==> src/rtl/if_fetch_unit.sv <==
// rtl/if_fetch_unit.sv - instruction-fetch stage with PC, next-PC select and req/ack imem fetch
//
// Purpose: owns the PC, fetches from instruction memory over a multi-cycle
// req/ack handshake and presents the fetched word to the IF/ID register.
// Branches and jumps use delay-slot semantics, so nothing is ever squashed.
//
// Ports:
//   clk          clock, all state changes on the rising edge
//   clrn         synchronous active-low reset
//   stall        hazard-unit stall (hold PC and the delivered instruction)
//   pcsrc        next-PC select: 00 pc+4, 01 bpc, 10 rpc, 11 jpc
//   bpc/rpc/jpc  branch, register-jump and jump targets
//   imem_req     fetch request
//   imem_addr    fetch address (the PC register)
//   imem_ack     memory returns data this cycle
//   imem_rdata   instruction word, valid with imem_ack
//   if_pc4       PC+4 of the instruction on if_inst
//   if_inst      delivered instruction
//   fetch_stall  1 while if_inst is not valid; IF/ID must not load
//   fetch_err    sticky fetch-timeout flag, cleared only by reset

module if_fetch_unit #(
  parameter logic [31:0] RESET_PC = 32'h0000_0000,
  parameter logic [31:0] NOP_INST = 32'h0000_0000,
  parameter int unsigned TIMEOUT  = 16
) (
  input  logic        clk,
  input  logic        clrn,
  input  logic        stall,
  input  logic [1:0]  pcsrc,
  input  logic [31:0] bpc,
  input  logic [31:0] rpc,
  input  logic [31:0] jpc,
  output logic        imem_req,
  output logic [31:0] imem_addr,
  input  logic        imem_ack,
  input  logic [31:0] imem_rdata,
  output logic [31:0] if_pc4,
  output logic [31:0] if_inst,
  output logic        fetch_stall,
  output logic        fetch_err
);

  typedef enum logic [1:0] {
    IDLE  = 2'd0,
    FETCH = 2'd1,
    HOLD  = 2'd2
  } state_t;

  localparam logic [31:0] ALIGN_MASK = 32'hFFFF_FFFC;
  localparam logic [31:0] RESET_PC_A = RESET_PC & ALIGN_MASK;
  localparam logic [7:0]  WAIT_LAST  = 8'(TIMEOUT - 1);

  state_t      state;
  logic [31:0] pc;
  logic [31:0] inst_buf;
  logic [7:0]  wait_cnt;

  logic [31:0] pc4;
  logic [31:0] npc_raw;
  logic [31:0] npc;
  logic        timeout;
  logic        done;

  assign pc4 = pc + 32'd4;

  // Targets are masked so pc[1:0] stays 00 whatever ID hands us.
  always_comb begin
    npc_raw = pc4;
    case (pcsrc)
      2'b00:   npc_raw = pc4;
      2'b01:   npc_raw = bpc;
      2'b10:   npc_raw = rpc;
      default: npc_raw = jpc;
    endcase
  end

  assign npc = npc_raw & ALIGN_MASK;

  // A timeout is the last permitted wait cycle with no ack; it completes
  // the fetch as if the memory had returned NOP_INST.
  assign timeout = (state == FETCH) && !imem_ack && (wait_cnt == WAIT_LAST);
  assign done    = (state == FETCH) && (imem_ack || timeout);

  always_comb begin
    imem_req    = (state == FETCH);
    imem_addr   = pc;
    if_pc4      = pc4;
    if_inst     = NOP_INST;
    fetch_stall = 1'b1;
    case (state)
      IDLE: begin
        if_inst     = NOP_INST;
        fetch_stall = 1'b1;
      end
      FETCH: begin
        // Ack data is passed straight through so zero-wait memory
        // sustains one instruction per cycle.
        if_inst     = imem_ack ? imem_rdata : NOP_INST;
        fetch_stall = !done;
      end
      HOLD: begin
        if_inst     = inst_buf;
        fetch_stall = 1'b0;
      end
      default: begin
        if_inst     = NOP_INST;
        fetch_stall = 1'b1;
      end
    endcase
  end

  always_ff @(posedge clk) begin
    if (!clrn) begin
      state     <= IDLE;
      pc        <= RESET_PC_A;
      wait_cnt  <= 8'd0;
      fetch_err <= 1'b0;
      inst_buf  <= NOP_INST;
    end else begin
      case (state)
        IDLE: begin
          state    <= FETCH;
          wait_cnt <= 8'd0;
        end
        FETCH: begin
          if (done) begin
            wait_cnt <= 8'd0;
            if (timeout) begin
              fetch_err <= 1'b1;
            end
            if (stall) begin
              inst_buf <= imem_ack ? imem_rdata : NOP_INST;
              state    <= HOLD;
            end else begin
              pc <= npc;
            end
          end else begin
            // Stall before ack has no effect: keep requesting the same PC.
            wait_cnt <= wait_cnt + 8'd1;
          end
        end
        HOLD: begin
          wait_cnt <= 8'd0;
          if (!stall) begin
            pc    <= npc;
            state <= FETCH;
          end
        end
        default: begin
          state <= IDLE;
        end
      endcase
    end
  end

endmodule

==> config.mk <==
export PLATFORM = sky130hd
export DESIGN_NAME = if_fetch_unit
export DESIGN_NICKNAME = d
export VERILOG_FILES = /design/src/rtl/if_fetch_unit.sv
export SDC_FILE = /design/constraint.sdc
export NUM_CORES = 1
export LEC_CHECK = 0
export CORE_UTILIZATION = 45
export DETAILED_ROUTE_END_ITERATION = 10
export GPL_TIMING_DRIVEN = 1
export MAX_ROUTING_LAYER = met4
export PLACE_DENSITY = 0.85
export SETUP_SLACK_MARGIN = 0.4
export SYNTH_ARGS = -nofsm -noshare
export SYNTH_HDL_FRONTEND = slang
export SYNTH_SLANG_ARGS = --single-unit
==> constraint.sdc <==
create_clock -name clk -period 6.2 [get_ports clk]
set_input_delay 1.24 -clock clk [delete_from_list [all_inputs] [get_ports clk]]
set_output_delay 1.24 -clock clk [all_outputs]
set_load 0.005 [all_outputs]
After elaboration in Yosys (flattened, before gate mapping)

Cells that the tools add are included.

Flip-flop bits (word level): 75
Input port bits: 134
Output and inout port bits: 99
Word-level logic and storage cells: 43

Add/sub/neg operators: 2
Equality and inequality tests: 8
Muxes and demuxes: 13
Reduce and logical (&&, ||, !) cells: 15

Operator list:

| kind                                                | count |
|---|---|
| one-hot mux 32 bit (2 select lines)                 | 2 |
| two-way mux 32 bit                                  | 3 |
| one-hot mux 32 bit (3 select lines)                 | 1 |
| adder 32 x 3 -> 32 bit, second input constant       | 1 |
| one-hot mux 8 bit (2 select lines)                  | 1 |
| AND reduction 3 bit                                 | 3 |
| adder 8 x 1 -> 8 bit, second input constant         | 1 |
| equality test 8 x 4 -> 1 bit, second input constant | 1 |
| two-way mux 8 bit                                   | 1 |
| two-way mux 2 bit                                   | 3 |
| one-hot mux 2 bit (3 select lines)                  | 1 |
| equality test 2 x 1 -> 1 bit, second input constant | 2 |
| equality test 2 bit, second input constant          | 2 |
| zero test 2 bit                                     | 2 |
| != test 2 bit, second input constant                | 2 |
| nonzero test 2 bit                                  | 2 |
| logical AND 1 bit                                   | 3 |
| zero test 1 bit                                     | 2 |
| != test 2 x 1 -> 1 bit, second input constant       | 1 |
| one-hot mux 1 bit (2 select lines)                  | 1 |
| AND reduction 2 bit                                 | 1 |
| OR reduction 2 bit                                  | 1 |
| logical OR 1 bit                                    | 1 |

Longest topological paths before layout

Word-level depth: 7
Depth in mapped cells: 10
Mapped depth without buffers: 7

Least setup slack after synthesis

Ideal clock, no wire load.

Path kind: input port to output port
Start point: input port imem_ack
End point: output port if_inst[0]
Arrival: 2250 ps
Required time: 4960 ps
Path slack: 2710 ps
Stages: 6
Buffers on the path: 3
Cells stage by stage: clkbuf_1 and2_1 clkbuf_1 clkbuf_1 a22oi_1 nor2b_1

Longest elaborated chain between the ends: 2

Ends and longest elaborated chain:

| element                             | line | text |
|---|---|---|
| start, declared                     | 36   | `input logic imem_ack,` |
| two-way mux 32 bit                  | 99   | `if_inst = imem_ack ? imem_rdata : NOP_INST;` |
| one-hot mux 32 bit (2 select lines) | 91   | `case (state)` |
| end, declared                       | 39   | `output logic [31:0] if_inst,` |

No other way between the ends.

Worst setup path after layout

Start point: input port imem_ack
End point: output port if_inst[26]

The elaborated chain is that of the path after synthesis.

==> impl_summary.md <==
Run
The tool flagged a number of max-cap violations equal to 0.

Timing
In the final timing run, aggregate negative setup slack is 0 ns. The final number of setup-violating endpoints is 0. The max-slew violation count is 0. The worst-case clock skew is 0.0108 ns. The slew of the pin with the lowest slew margin is between 1 and 1.5 ns. The final critical-path setup slack is 1.43 ns. The top achievable clock speed is 210 MHz. Dividing the final minimum period by the clock period gives 77.0%. Measured against its own limit, the worst slew margin works out to under 10%. Setup repair after global routing left no endpoint under its margin. The final hold violation count is 0. The clock period could shrink to about 4.8 ns.

Clock tree
The total setup buffers inserted after CTS is 0. The maximum buffer depth of the clock tree is 2. The clock latency at the later pin of the worst-skew pair is 0.35 ns. The count of clock tree sinks is 73. The count of hold buffers inserted by post-cts repair is 0.

TritonCTS built the clock tree. The number of gates resized after CTS is 0. The H-tree depth reported by CTS is 3. The number of clock buffers inserted by TritonCTS is 9. The clock-pin slew of the registers on the worst-case setup and hold paths is 0.07 ns. The root buffer selected by CTS is sky130_fd_sc_hd__clkbuf_8.

Placed design
The number of instances in the placed design is 951. The count of buffers added on input and output ports is 222. Prior to clock tree synthesis, the placed netlist has a worst setup slack of approximately 1.5 ns. The routability congestion estimate is roughly 0.86.

The placed wire-length estimate is 12600 um.

Die
The area enclosed by the die boundary is 11600 sq um. In this run the count of I/O pins placed on the die edge is roughly 230. The region available for standard cell placement spans approximately 11000 sq um. The starting density of the core is 46.2%. The floorplan has 38 rows. Measured along the x axis, the die boundary spans ~110 um. The height of the chip is 108 um.

Setup path
The data arrival time of the worst path is 3.53 ns. The highest-delay cell along the critical path is sky130_fd_sc_hd__clkdlybuf4s50_1. STA classifies the critical path startpoint as a primary input.

The number of buffers and inverters on the critical path is 4. The delay contributed by the slowest stage of the critical path is between 0.5 and 0.6 ns. The critical path goes through clkdlybuf4s50_1, buf_4, and2_1, buf_4, a22oi_1, nor2b_1, clkdlybuf4s50_1. Data on the critical path is required at its endpoint by 4.96 ns.

The maximum fanout along the worst path is 35. Broken down by cell family, the worst path's largest delay share belongs to buffers and inverters. The type of the setup path with the least slack is in2out. The worst setup path is captured at an output port. The reg-to-reg setup timing slack is 3.46 ns.

GRT
Global routing used 31.7% of the available tracks. The total global routing overflow is 0. The first global-routing pass estimated between 20000 and 30000 um of wire.

The via count of the first global-routing pass is 5658. The largest net degree at the start of global routing is 39. The number of antenna violations at the first check in global routing is 1.

Logic synthesis
The top cell type by area accounts for 29.2% of the synthesized area. The number of different library cells used by synthesis comes to 60. Of all flip-flops after synthesis, the portion carrying an async set or reset was 0%. The synthesized flop and latch total is 73. The most common cell in the synthesized netlist is sky130_fd_sc_hd__dfxtp_1. The synthesized netlist occupies a cell area of 5010 sq um. The average instance in the mapped netlist occupies 7.79 sq um. After synthesis, the cell types taking the most area are sky130_fd_sc_hd__dfxtp_1 29%, sky130_fd_sc_hd__a21oi_1 6.8%, sky130_fd_sc_hd__nand4_1 5.2%, sky130_fd_sc_hd__a22oi_1 5.1%, sky130_fd_sc_hd__nand2_1 4.9%.

The commonest register cell after synthesis is sky130_fd_sc_hd__dfxtp_1. The commonest cells after synthesis are 73 x sky130_fd_sc_hd__dfxtp_1, 68 x sky130_fd_sc_hd__a21oi_1, 66 x sky130_fd_sc_hd__nand2_1, 54 x sky130_fd_sc_hd__clkbuf_1, 48 x sky130_fd_sc_hd__nor2_1. After technology mapping, the gate count stands at 643. The synthesized design spends more area on one cell type than any other, namely sky130_fd_sc_hd__dfxtp_1. Of the synthesized area, sequential elements account for 29.2%. The number of enable-type register cells in the synthesized netlist is 0. The number of warnings reported in the yosys synthesis log is 0.

Min path
The worst hold-check path type is reg2reg.

Detailed routing
The via total after detailed routing is 5815. Dividing the detail-routed wire length by the instance count gives 18.5 um. In this run, the number of DRC markers left after iteration 0 of detailed routing was 566.

The number of routed nets with antenna violations is 0. The detailed-route wire length is 17900 um. The first detailed-routing pass took 6 iterations.

The via density per instance is 6.01. The number of remaining DRC errors is 0.

Power and ir drop
The worst supply voltage drop on vdd is 0.000110 V. Dividing total power by cell area gives a power density of between 200 and 250 nW/um^2. The analysis attributes to cell leakage a power of ~2.5 nW.

Final layout
The multi-input combinational cells in the finished layout cover a total of roughly 3200 sq um. After the flow finishes, the layout carries non-filler instances totaling 967. The ratio of cells with drive above 1 in the final layout is 6.90%. The final core area utilization is approximately 68%. From synthesis to final layout, the design area changed by 48.2%. The net count of the finished layout is 962.

The count of filler cells inserted in the layout is 894. In the final layout, flip-flops and latches occupy 1460 sq um.

Status
The run finished with clean final reports.
==> worst register-to-register path: cells and delay by family, from the launching register on <==
family | cells | cell delay, ns
simple gates | 2 | 1.40
compound gates | 2 | 0.85
flops | 1 | 0.36
==> cell families (layout without fill, tap and decap cells) <==
| logic type | after synthesis | after routing | share of synthesized area, % |
|---|---|---|---|
| compound gates | 170 | 170 | 21.8 |
| xor+xnor | 35 | 35 | 6.12 |
| fa+ha+maj | 6 | 6 | 1.50 |
| buf+inv | 78 | 258 | 6.32 |
| flops | 73 | 73 | 29.2 |
| mux | 31 | 31 | 9.04 |
| other cells | 1 | 5 | 0.0749 |
| simple gates | 249 | 249 | 25.9 |
==> registers in the layout, indices dropped and copies added, names as in the netlist <==
register,cells
state,2
fetch_err,1
imem_addr,30
wait_cnt,8
inst_buf,32
==> path summary, 6_finish.rpt <==
check,startpoint,end,depth (start not counted)
max,imem_ack,if_inst[26],7
min,inst_buf[26],inst_buf[26],2
max reg2reg,wait_cnt[4],state[1],4
min reg2reg,inst_buf[26],inst_buf[26],2
==> layout make-up <==
| type | count | area share (%) |
|---|---|---|
| multi-input cells | 495 | 43.7 |
| repair buffers | 231 | 30.8 |
| flip-flops and latches | 73 | 19.7 |
| well taps | 140 | 2.36 |
| clock buffers | 10 | 1.72 |
| clock inverters | 5 | 1.10 |
| inverters | 12 | 0.607 |
| diodes | 1 | 0.0337 |
==> per-stage QoR <==
step / power, mW / instance area, sq um / hold slack [ns]
CTS: 1.50 / 7420 / 0.455
detailed placement: 1.09 / 7210 / 0.445
floorplan: 0.820 / 5020 / 0.432
global route: 1.57 / 7420 / 0.472
finish: 1.50 / 7420 / 0.454
global placement: 1.07 / 7210 / 0.438
==> per-layer routing <==
metal	vias up	wire, um	GRT usage, %
met1	2783	7090	37.3
met2	295	9020	52.9
met3	39	1360	6.54
li1	2698	-	-
met5	-	0	-
met4	0	465	12.4
==> power breakdown <==
part	internal [mW]	switching [mW]
registers	0.506	0.0554
logic	0.290	0.235
clock network	0.225	0.190
==> cell usage in the layout, fill, tap and decap left out, types with 11 or more instances in the layout <==
cell                              instances
sky130_fd_sc_hd__clkdlybuf4s50_1        221
sky130_fd_sc_hd__dfxtp_1                 73
sky130_fd_sc_hd__a21oi_1                 68
sky130_fd_sc_hd__nand2_1                 66
sky130_fd_sc_hd__nor2_1                  48
sky130_fd_sc_hd__nand4_1                 42
sky130_fd_sc_hd__a22oi_1                 34
sky130_fd_sc_hd__nor2b_1                 34
sky130_fd_sc_hd__xnor2_1                 26
sky130_fd_sc_hd__o21ai_0                 18
sky130_fd_sc_hd__nand3_1                 16
sky130_fd_sc_hd__mux2i_1                 16
sky130_fd_sc_hd__inv_1                   11
sky130_fd_sc_hd__mux4_2                  11
Note: power is estimated with default switching activity, not from simulation.
